**src/rtl/axi_master_pkg.sv**
```systemverilog
// Shared AXI B-channel constants and helpers for the master write-response tracker.
package axi_master_pkg;

  localparam logic [1:0] RESP_OKAY   = 2'b00;
  localparam logic [1:0] RESP_EXOKAY = 2'b01;
  localparam logic [1:0] RESP_SLVERR = 2'b10;
  localparam logic [1:0] RESP_DECERR = 2'b11;

  localparam int BREADY_MODE_USER = 0;
  localparam int BREADY_MODE_AUTO = 1;

  typedef logic [1:0] resp_t;

  function automatic logic resp_is_err(input resp_t resp);
    return (resp == RESP_SLVERR) || (resp == RESP_DECERR);
  endfunction

endpackage

```
**src/rtl/axi_id_fifo.sv**
```systemverilog
// In-order FIFO of outstanding AXI write IDs; the caller qualifies push/pop, so a
// push and pop in the same cycle while full is legal and keeps the count unchanged.
module axi_id_fifo #(
  parameter int W     = 12,
  parameter int DEPTH = 8,
  localparam int PW   = $clog2(DEPTH),
  localparam int CW   = $clog2(DEPTH) + 1
) (
  input  logic          i_clk,
  input  logic          i_rst,
  input  logic          i_push,
  input  logic [W-1:0]  i_push_id,
  input  logic          i_pop,
  output logic [W-1:0]  o_head,
  output logic [CW-1:0] o_count,
  output logic          o_full,
  output logic          o_empty
);

  logic [W-1:0]  r_mem [DEPTH];
  logic [PW-1:0] r_wr_ptr;
  logic [PW-1:0] r_rd_ptr;
  logic [CW-1:0] r_count;

  // Pointers wrap naturally because DEPTH is a power of two; the count tells full from empty.
  always_ff @(posedge i_clk or posedge i_rst) begin
    if (i_rst) begin
      r_wr_ptr <= '0;
      r_rd_ptr <= '0;
      r_count  <= '0;
    end else begin
      if (i_push) r_wr_ptr <= r_wr_ptr + 1'b1;
      if (i_pop)  r_rd_ptr <= r_rd_ptr + 1'b1;
      case ({i_push, i_pop})
        2'b10:   r_count <= r_count + 1'b1;
        2'b01:   r_count <= r_count - 1'b1;
        default: r_count <= r_count;
      endcase
    end
  end

  always_ff @(posedge i_clk) begin
    if (i_push) r_mem[r_wr_ptr] <= i_push_id;
  end

  assign o_head  = r_mem[r_rd_ptr];
  assign o_count = r_count;
  assign o_full  = (r_count == CW'(DEPTH));
  assign o_empty = (r_count == '0);

endmodule

```
**src/rtl/axi_master_bresp_tracker.sv**
```systemverilog
// Tracks outstanding AXI writes from AW to B handshake: drives BREADY, retires responses
// in AW order with a registered report, flags ID/response errors, orphans and timeouts.
module axi_master_bresp_tracker
  import axi_master_pkg::*;
#(
  parameter int ID_W        = 12,
  parameter int MAX_OUTST   = 8,
  parameter int BREADY_MODE = 0,
  parameter int TIMEOUT     = 255,
  localparam int CW         = $clog2(MAX_OUTST) + 1
) (
  input  logic            i_clk,
  input  logic            i_rst,
  input  logic            i_aw_fire,
  input  logic [ID_W-1:0] i_aw_id,
  input  logic            i_bready,
  input  logic            i_m_axi_bvalid,
  input  logic [ID_W-1:0] i_m_axi_bid,
  input  logic [1:0]      i_m_axi_bresp,
  output logic            o_m_axi_bready,
  output logic            o_resp_valid,
  output logic [ID_W-1:0] o_resp_id,
  output logic [1:0]      o_resp_code,
  output logic            o_resp_err,
  output logic            o_id_mismatch,
  output logic            o_orphan,
  output logic            o_overflow,
  output logic            o_timeout,
  output logic [CW-1:0]   o_outstanding,
  output logic            o_full
);

  localparam logic [7:0] TIMEOUT_LAST = 8'(TIMEOUT - 1);

  logic [ID_W-1:0] w_head;
  logic [CW-1:0]   w_count;
  logic            w_full;
  logic            w_empty;
  logic            w_bready;
  logic            w_b_hs;
  logic            w_pop;
  logic            w_push;
  logic            w_id_mismatch;
  logic            w_timeout_hit;

  logic            r_resp_valid;
  logic [ID_W-1:0] r_resp_id;
  logic [1:0]      r_resp_code;
  logic            r_resp_err;
  logic            r_id_mismatch;
  logic            r_orphan;
  logic            r_overflow;
  logic            r_timeout;
  logic [7:0]      r_timer;

  axi_id_fifo #(
    .W     (ID_W),
    .DEPTH (MAX_OUTST)
  ) u_id_fifo (
    .i_clk     (i_clk),
    .i_rst     (i_rst),
    .i_push    (w_push),
    .i_push_id (i_aw_id),
    .i_pop     (w_pop),
    .o_head    (w_head),
    .o_count   (w_count),
    .o_full    (w_full),
    .o_empty   (w_empty)
  );

  assign w_bready      = (BREADY_MODE == BREADY_MODE_AUTO) ? !w_empty : i_bready;
  assign w_b_hs        = i_m_axi_bvalid & w_bready;
  assign w_pop         = w_b_hs & !w_empty;
  // A pop in the same cycle frees the slot, so an AW while full is still accepted.
  assign w_push        = i_aw_fire & (!w_full | w_pop);
  assign w_id_mismatch = (i_m_axi_bid != w_head);
  assign w_timeout_hit = !w_empty & !w_pop & (r_timer == TIMEOUT_LAST);

  always_ff @(posedge i_clk or posedge i_rst) begin
    if (i_rst) begin
      r_resp_valid  <= 1'b0;
      r_resp_id     <= '0;
      r_resp_code   <= '0;
      r_resp_err    <= 1'b0;
      r_id_mismatch <= 1'b0;
      r_orphan      <= 1'b0;
      r_overflow    <= 1'b0;
      r_timeout     <= 1'b0;
    end else begin
      r_resp_valid  <= w_pop;
      r_id_mismatch <= w_pop & w_id_mismatch;
      r_resp_err    <= w_pop & (resp_is_err(i_m_axi_bresp) | w_id_mismatch);
      if (w_pop) begin
        r_resp_id   <= i_m_axi_bid;
        r_resp_code <= i_m_axi_bresp;
      end
      r_orphan      <= w_b_hs & w_empty;
      r_timeout     <= w_timeout_hit;
      if (i_aw_fire & w_full & !w_pop) r_overflow <= 1'b1;
    end
  end

  // The timer passes TIMEOUT_LAST only once per clear, so the pulse cannot re-fire.
  always_ff @(posedge i_clk or posedge i_rst) begin
    if (i_rst) begin
      r_timer <= '0;
    end else if (w_empty | w_pop) begin
      r_timer <= '0;
    end else if (r_timer != 8'hFF) begin
      r_timer <= r_timer + 8'd1;
    end
  end

  assign o_m_axi_bready = w_bready;
  assign o_resp_valid   = r_resp_valid;
  assign o_resp_id      = r_resp_id;
  assign o_resp_code    = r_resp_code;
  assign o_resp_err     = r_resp_err;
  assign o_id_mismatch  = r_id_mismatch;
  assign o_orphan       = r_orphan;
  assign o_overflow     = r_overflow;
  assign o_timeout      = r_timeout;
  assign o_outstanding  = w_count;
  assign o_full         = w_full;

endmodule
```
**config.mk**
```make
export PLATFORM = sky130hd
export DESIGN_NAME = axi_master_bresp_tracker
export DESIGN_NICKNAME = d
export VERILOG_FILES = /design/src/rtl/axi_master_pkg.sv /design/src/rtl/axi_id_fifo.sv /design/src/rtl/axi_master_bresp_tracker.sv
export SDC_FILE = /design/constraint.sdc
export NUM_CORES = 1
export LEC_CHECK = 0
export ABC_AREA = 1
export CELL_PAD_IN_SITES_DETAIL_PLACEMENT = 0
export CELL_PAD_IN_SITES_GLOBAL_PLACEMENT = 1
export CORE_AREA = 2 2 115 117
export DETAILED_ROUTE_END_ITERATION = 10
export DIE_AREA = 0 0 117 119
export GPL_ROUTABILITY_DRIVEN = 0
export PLACE_DENSITY_LB_ADDON = 0.1
export SLEW_MARGIN = 0
export SYNTH_ARGS = -nofsm -noshare
export SYNTH_HDL_FRONTEND = slang
export SYNTH_SLANG_ARGS = --single-unit
```
**constraint.sdc**
```tcl
create_clock -name i_clk -period 5.18 [get_ports i_clk]
set_input_delay 1.036 -clock i_clk [delete_from_list [all_inputs] [get_ports i_clk]]
set_output_delay 1.036 -clock i_clk [all_outputs]
set_load 0.01 [all_outputs]
```
# After elaboration in Yosys (flattened, before gate mapping)
# Memories as Yosys holds them, arrays and structs flattened.
# Index checks and enable logic that the tools add are counted.
word_totals:
  mem_count: 1
  word_cells: 51
  register_bits: 38
  mem_bits_rw: 96
classes:
  add_sub_neg: 5
  n_reduce_logical: 7
  bitwise_logic: 13
  n_eq_ne: 8
  mux: 5
memory_table:
  columns: ["name", "depth", "width", "rd", "rd_ports_with_merged_regs", "wr", "line_no", "rtl"]
  rows:
  - ["u_id_fifo.r_mem", 8, 12, 1, 0, 1, "axi_id_fifo.sv:20", "logic [W-1:0] r_mem [DEPTH];"]
ops:
  columns: ["op", "n"]
  rows:
  - ["2-to-1 mux 8 bit", 2]
  - ["!= test 12 bit", 1]
  - ["bitwise AND 1 bit", 10]
  - ["adder 8 x 1 -> 8 bit (second input constant)", 1]
  - ["equality test 8 bit (second input constant)", 1]
  - ["!= test 8 bit (second input constant)", 1]
  - ["case mux 4 bit (2 select lines)", 1]
  - ["adder 3 x 1 -> 3 bit (second input constant)", 2]
  - ["equality test 2 bit (second input constant)", 3]
  - ["adder 4 x 1 -> 4 bit (second input constant)", 1]
  - ["equality test 4 bit (second input constant)", 1]
  - ["zero test 4 bit", 1]
  - ["nonzero test 2 bit", 2]
  - ["subtractor 4 x 1 -> 4 bit (second input constant)", 1]
  - ["zero test 1 bit", 3]
  - ["OR 1 bit", 3]
  - ["equality test 2 x 1 -> 1 bit (second input constant)", 1]
  - ["2-to-1 mux 1 bit", 2]
  - ["logical OR 1 bit", 1]

# Depth between registers and ports, before layout
logic_depth:
  ltp_word: 7
  mapped_depth: 15
  mapped_depth_nobuf: 14

# Modules after synthesis
# A second synthesis with hierarchy kept.
hier_totals:
  hier_cells: 549
  hier_area_um2: 5786.8
modules_own_cells:
  columns: ["mod", "instances", "seq_area_each_um2", "cells_per_inst", "area_per_inst_um2"]
  rows:
  - ["axi_id_fifo", 1, 3133.0, 373, 4356.7]
  - ["axi_master_bresp_tracker", 1, 700.7, 176, 1430.1]

# Worst setup path after synthesis
# No wires, ideal clock.
synth_timing:
  path_kind: "input to register"
  startpoint: "input i_m_axi_bvalid"
  endpoint: "register u_id_fifo.r_count[2] (netlist: u_id_fifo.o_count[2])"
  setup_time_ns: 0.077
  path_slack_ns: 2.606
  path_stages: 9
  t_arrival_ns: 2.497
  required_ns: 5.103
  cell_sequence: "nand2_1 nor2_2 ha_1 nor2_1 nor2_1 ha_1 a21oi_1 or2_2 a21oi_1"
synth_via:
  elab_chain_cells: 6
  elab_cells_between_ends: 8
synth_lines:
  columns: ["item", "line_no", "rtl"]
  rows:
  - ["start, declared", "axi_master_bresp_tracker.sv:17", "input logic i_m_axi_bvalid,"]
  - ["bitwise AND 1 bit (*)", "axi_master_bresp_tracker.sv:72", "assign w_b_hs = i_m_axi_bvalid & w_bready;"]
  - ["bitwise AND 1 bit (*)", "axi_master_bresp_tracker.sv:73", "assign w_pop = w_b_hs & !w_empty;"]
  - ["named net u_id_fifo.i_pop", "axi_id_fifo.sv:13", "input logic i_pop,"]
  - ["OR 1 bit", "axi_master_bresp_tracker.sv:75", "assign w_push = i_aw_fire & (!w_full | w_pop);"]
  - ["bitwise AND 1 bit", "axi_master_bresp_tracker.sv:75", null]
  - ["equality test 2 x 1 -> 1 bit or equality test 2 bit (tied branches)", "axi_id_fifo.sv:34", "case ({i_push, i_pop})"]
  - ["case mux 4 bit (2 select lines) or nonzero test 2 bit (tied branches)", null, null]
  - ["end signal, assigned", "axi_id_fifo.sv:35", "2'b10: r_count <= r_count + 1'b1;"]
  - ["end signal, assigned", "axi_id_fifo.sv:36", "2'b01: r_count <= r_count - 1'b1;"]
  - ["end signal, assigned", "axi_id_fifo.sv:37", "default: r_count <= r_count;"]
  - ["end, declared", "axi_id_fifo.sv:23", "logic [CW-1:0] r_count;"]
# The timed path passes the listed nets; every way through them passes the cells marked *.
# A chain may end at the register's enable or synchronous reset.

# Final worst setup path
layout_timing:
  startpoint: "input i_bready"
  endpoint: "output o_m_axi_bready"
layout_lines:
  columns: ["item", "line_no", "rtl"]
  rows:
  - ["start, declared", "axi_master_bresp_tracker.sv:16", "input logic i_bready,"]
  - ["end, declared", "axi_master_bresp_tracker.sv:20", "output logic o_m_axi_bready,"]
# No word-level cell between the ends.

==> results.py <==
metrics = {
    "outcome": {
        "outcome": "finished clean",
    },
    "floorplanning": {
        "die_w_um": 117,
        "initial_core_util": 0.4594,
        "rows": 42,
        "io_pins": 57,
        "dieArea_mm2": 0.01392,
        "coreArea_mm2": 0.01287,
        "die_h_um": 119,
    },
    "cts": {
        "clock_path_buffers": 2,
        "cts_num_sinks": 134,
        "cts.hold.buffers_added": 0,
        "clk_pin_slew_worst_paths_ns": 0.05,
        "worstSkewPairLatency_ns": 0.41,
        "cts_buffers": 17,
        "cts.htree.levels": 4,
        "postCtsSetupRepairBufs": 0,
        "cts-resized-gates": 0,
        "cts_root_buf": "clkbuf_16",
        "cts_tree": "built",
    },
    "job": {
        "cap_violations": 0,
    },
    "final_layout": {
        "fin_cells": 845,
        "final_util": 0.5552,
        "drive_gt1_frac": 0.06278,
        "final_area_mm2": 0.007148,
        "mostFrequentLayoutCell": "nand2_1",
        "final_nets": 694,
        "n_fill_cell": 1157,
        "antenna_cells": 0,
        "final_cell_mix": "188 x nand2_1, 96 x edfxtp_1, 78 x inv_1, 67 x nand3_1, 56 x clkdlybuf4s50_1",
        "regArea_mm2": 0.003834,
        "multi_input_area_mm2": 0.001644,
        "synthToLayoutAreaGrowth_pct": 20.86,
    },
    "synth": {
        "ys_ff_latch": 134,
        "synthArstFlopShare": 0.2836,
        "ys_types": 29,
        "syn-num-nets": 635,
        "yosysWarnings": 0,
        "avgSynthCellArea_um2": 9.907,
        "seq_area_frac_synth": 0.6482,
        "postSynthCellCount": 597,
        "yosys_most_used_dff": "edfxtp_1",
        "syn-cell-area_mm2": 0.005914,
        "synth_edf_count": 96,
    },
    "drt": {
        "first_iter_violations": 272,
        "ant_nets": 0,
        "drtPass1Iterations": 5,
        "num_vias": 4041,
        "wire_per_inst_um": 15.05,
        "routed_wl_mm": 12.72,
        "drc": 0,
        "drt-vias-per-instance": 4.782,
    },
    "sta": {
        "rsz0062_at_grt": "no",
        "slew_violations": 0,
        "worst_pin_slew_ns": 1.164,
        "tns_ns": 0,
        "setup_viol": 0,
        "fin_crit_sh": 0.5953,
        "skew_ns": 0.006904,
        "finalWorstSetupSlack_ns": 2.096,
        "slew_headroom": 0.2214,
        "fmax_ghz": 0.3243,
        "min_period_ns": 3.084,
        "finalHoldViolations": 0,
    },
    "power_and_ir_drop": {
        "switchingPower_w": 0.001297,
        "power_density_mw_per_mm2": 526.8,
        "power_frac_seq": 0.390,
        "peakVddDrop_mv": 0.2764,
        "p_int_w": 0.002468,
        "p_leak_nw": 3.102,
        "comb_power_share": 0.315,
        "switching_share": 0.3444,
        "clkPwrFrac": 0.295,
    },
    "worst_setup_path": {
        "path_cells": "clkdlybuf4s50_1 -> clkdlybuf4s50_1",
        "crit_family": "buffers and inverters",
        "critPathMaxStageDelay_ns": 0.54,
        "critical-path-slowest-cell": "clkdlybuf4s50_1",
        "cp-end-kind": "output port",
        "worstPathMaxFanout": 2,
        "worstPathBufferInverterCount": 2,
        "worst-setup-path-type": "in -> out",
        "required_ns": 4.14,
        "cp-start-kind": "input port",
        "arrival_ns": 2.05,
        "critPathMostFrequentCell": "clkdlybuf4s50_1",
    },
    "placement": {
        "numPortBuffers": 56,
        "place_inst": 813,
        "dp_hpwl_mm": 8.404,
        "place_ws_ns": 1.677,
        "placed_cell_area_mm2": 0.006593,
    },
    "min_path": {
        "holdCritPathClass": "reg -> reg",
    },
    "global_route": {
        "first_global_vias": 3676,
        "grt_pass1_wl_mm": 20.17,
        "antenna_found_initial": 0,
        "groute.usage.overall": 0.1994,
        "gr-total-overflow": 0,
        "grt_max_degree": 59,
    },
}
## power by group through the flow
stage / registers [W] / logic (W) / clock network, W
floorplan: 0.00148 / 0.000836 / 0
global placement: 0.00148 / 0.00118 / 0
detailed placement: 0.00149 / 0.00120 / 0
CTS: 0.00147 / 0.00120 / 0.00113
global route: 0.00149 / 0.00136 / 0.00119
finish: 0.00147 / 0.00119 / 0.00111
## synth_stat cells, types with 2 or more instances
cell type  instances  share of area
nand2_1          188           0.12
edfxtp_1          96           0.49
inv_1             79          0.050
nand3_1           67          0.057
nor2_1            43          0.027
dfrtp_1           38           0.16
o21ai_0           24          0.020
buf_2             10         0.0085
a21oi_1            7         0.0059
ha_1               7          0.015
buf_4              4         0.0051
buf_6              4         0.0076
xor2_1             4         0.0059
nor3_2             3         0.0051
xnor2_1            3         0.0044
a211oi_1           2         0.0025
inv_2              2         0.0013
nor3_1             2         0.0017
o211ai_1           2         0.0025
o31ai_1            2         0.0025
or2_2              2         0.0021
## path summary, 6_finish.rpt
check	startpoint	end	slack, ns	cells past startpoint
worst min-delay path	o_overflow	o_overflow	0.46	1
min in group asynchronous	i_rst	r_timer[0]	1.04	3
max in group asynchronous	i_rst	o_resp_id[10]	3.78	3
worst min register to register	o_overflow	o_overflow	0.46	1
worst max-delay path	i_bready	o_m_axi_bready	2.10	2
worst max register to register	u_id_fifo.o_count[1]	u_id_fifo.r_mem[6][9]	2.69	6
## worst reg2reg max path, cell delays in order, from the launching register on
cell and delay [ns]:
dfrtp_1 0.42, or2_1 0.21, nor3_2 0.07, nand2_1 0.07
nand2_1 0.12, or2_2 0.35, nor2_1 0.86
## sequential cells by signal (all words and copies together) (netlist names), 2 cells and up
register            flops
u_id_fifo.r_mem        96
o_resp_id              12
r_timer                 8
u_id_fifo.o_count       4
u_id_fifo.r_rd_ptr      3
u_id_fifo.r_wr_ptr      3
o_resp_code             2
## final cells by class
cell class                 instances  share of cell area
sequential                       134              0.5363
multi-input combinational        362              0.2300
timing repair buffer              60             0.08262
clock buffer                      23             0.06686
inverter                          81             0.04253
tap                              176             0.03081
clock inverter                     9             0.01085
## cell families after synthesis
| family | Yosys count | synth area share |
|---|---|---|
| buf+inv | 101 | 0.07383 |
| compound gates | 38 | 0.03533 |
| fa+ha+maj | 7 | 0.01481 |
| flops | 134 | 0.6482 |
| xor+xnor | 7 | 0.01037 |
| simple gates | 310 | 0.2175 |
## stage by stage
stage	total power, W	hold slack, ns
floorplan	0.002313	0.4926
global placement	0.002663	0.4544
detailed placement	0.002685	0.4540
CTS	0.003800	0.4662
global route	0.004033	0.4829
finish	0.003765	0.4629
## routing by layer
| layer | vias to the layer above | track usage | part of all wire |
|---|---|---|---|
| li1 | 2057 | - | - |
| met1 | 1881 | 0.2984 | 0.49 |
| met2 | 90 | 0.2825 | 0.45 |
| met3 | 13 | 0.04835 | 0.045 |
| met4 | 0 | 0.07206 | 0.016 |
| met5 | - | 0 | 0 |
(Power assumes the default switching activity.)
==> RTL edit, RTL diff (config.mk and constraints unchanged) <==
`BREADY_MODE`: 0 -> 1.
--- a/src/rtl/axi_master_bresp_tracker.sv
+++ b/src/rtl/axi_master_bresp_tracker.sv
@@ -6,5 +6,5 @@
   parameter int ID_W        = 12,
   parameter int MAX_OUTST   = 8,
-  parameter int BREADY_MODE = 0,
+  parameter int BREADY_MODE = 1,
   parameter int TIMEOUT     = 255,
   localparam int CW         = $clog2(MAX_OUTST) + 1
Formal check against the unedited RTL: not equivalent (a bounded check fails within 4 cycles, from zero or initial values and one cycle with i_rst high).
==> RTL edit against the unedited design <==
Synthesized area down 0.36%. Maximum frequency up 6.8%. Die area unchanged. Design area up 1.6%. Non-clock buffer count up 6. Largest cell class unchanged. Wire length down 6.3%. Highest routed layer unchanged. Worst setup slack better by 0.20 ns. Sequential cell count unchanged. Power up 3.8%.
==> RTL edit: results (changes against the unedited design) <==
final net count=699 (was 694); dpl ws=1.94 ns (was 1.68 ns); DRT met1 WL=5290 um (was 6230 um); Yosys cell types=30 (was 29); Synth area leaders=edfxtp_1 (49%), dfrtp_1 (16%), nand2_1 (13%) (was edfxtp_1 (49%), dfrtp_1 (16%), nand2_1 (12%)); Inserted Diodes=0 (unchanged); Layout Skew=0.00467 ns (was 0.00690 ns); XOR/XNOR share of the synthesized area=1.04% (about the same); initial drt markers=229 (was 272); largest net degree at the start of global routing=54 (was 59); share of cells above drive strength 1=7.69% (was 6.28%); # port buffers=55 (was 56); placed inst area=0.00662 sq mm (was 0.00659 sq mm); maximum vdd drop=269 uV (was 276 uV); Worst Path Max Fanout=7 (was 2); drt wl/cell=14.0 um (was 15.1 um); met3 wire len=650 um (was 574 um); DR vias=3986 (was 4041); slowest CP cell=clkdlybuf4s50_1 (unchanged); Compound-Gate Fraction of Synth Area=2.68% (was 3.53%); All-Layer GR Usage=18.7% (was 19.9%); CP peak stage delay=0.60 ns (was 0.54 ns); global-route wire length before repair=19000 um (was 20200 um); sequential cell area fraction in the yosys report=65.1% (was 64.8%); Post-synth top cells=nand2_1 (198), edfxtp_1 (96), inv_1 (84) (was nand2_1 (188), edfxtp_1 (96), inv_1 (79)); Post-Synth Adder-Cell Area=1.06% (was 1.48%); status=complete, no violations (unchanged); H-tree depth=4 (unchanged); detailed placement HPWL=7600 um (was 8400 um); Mapped Nets=634 (was 635); LEAKAGE=3.19 nW (was 3.10 nW); data arrival time of the worst path=1.85 ns (was 2.05 ns)
RTL edit: cell count changes after synthesis, sizes merged, moves of 3 or more:
cell   change
nor2      -13
nand2     +12
nand3      +9
inv        +7
o21ai      -4
a21oi      -3
RTL edit: final timing paths:
kind                                        from  cells after the start                    to  slack (ns)
min in group asynchronous                  i_rst                      3  u_id_fifo.o_count[2]        1.04
max in group asynchronous                  i_rst                      3            r_timer[6]        3.81
hold reg to reg                       o_overflow                      1            o_overflow        0.47
setup reg to reg           u_id_fifo.r_rd_ptr[0]                     12            o_resp_err        2.73
hold / removal                        o_overflow                      1            o_overflow        0.47
setup / recovery            u_id_fifo.o_count[1]                      2                o_full        2.29
RTL edit: metal layers:
metal  vias up  track usage, %
met4         0            6.69
met2        94            30.6
met1      1820            24.3
li1       2061               -
met5         -               0
met3        11            4.22
RTL edit: logic make-up after synthesis:
kind of cell,Yosys count
fa+ha+maj,5
xor+xnor,7
simple gates,314
other cells,1
flops,134
compound gates,29
buf+inv,108
RTL edit: power by group:
part           internal [mW]  switching [mW]
registers               1.35           0.109
clock network          0.849           0.427
logic                  0.434           0.742
total                   2.63            1.28
RTL edit: layout make-up:
type,instances,area [sq um]
multi-input cells,356,1600
clock buffers,18,429
inverters,88,333
flip-flops and latches,134,3830
clock inverters,14,206
repair buffers,66,633
well taps,176,220
fillers,1139,5620
RTL edit: stage by stage:
stage,instances,hold WS (ns)
detailed placement,820,0.463
global placement,820,0.454
floorplan,598,0.493
CTS,852,0.475
finish,852,0.471
global route,852,0.484
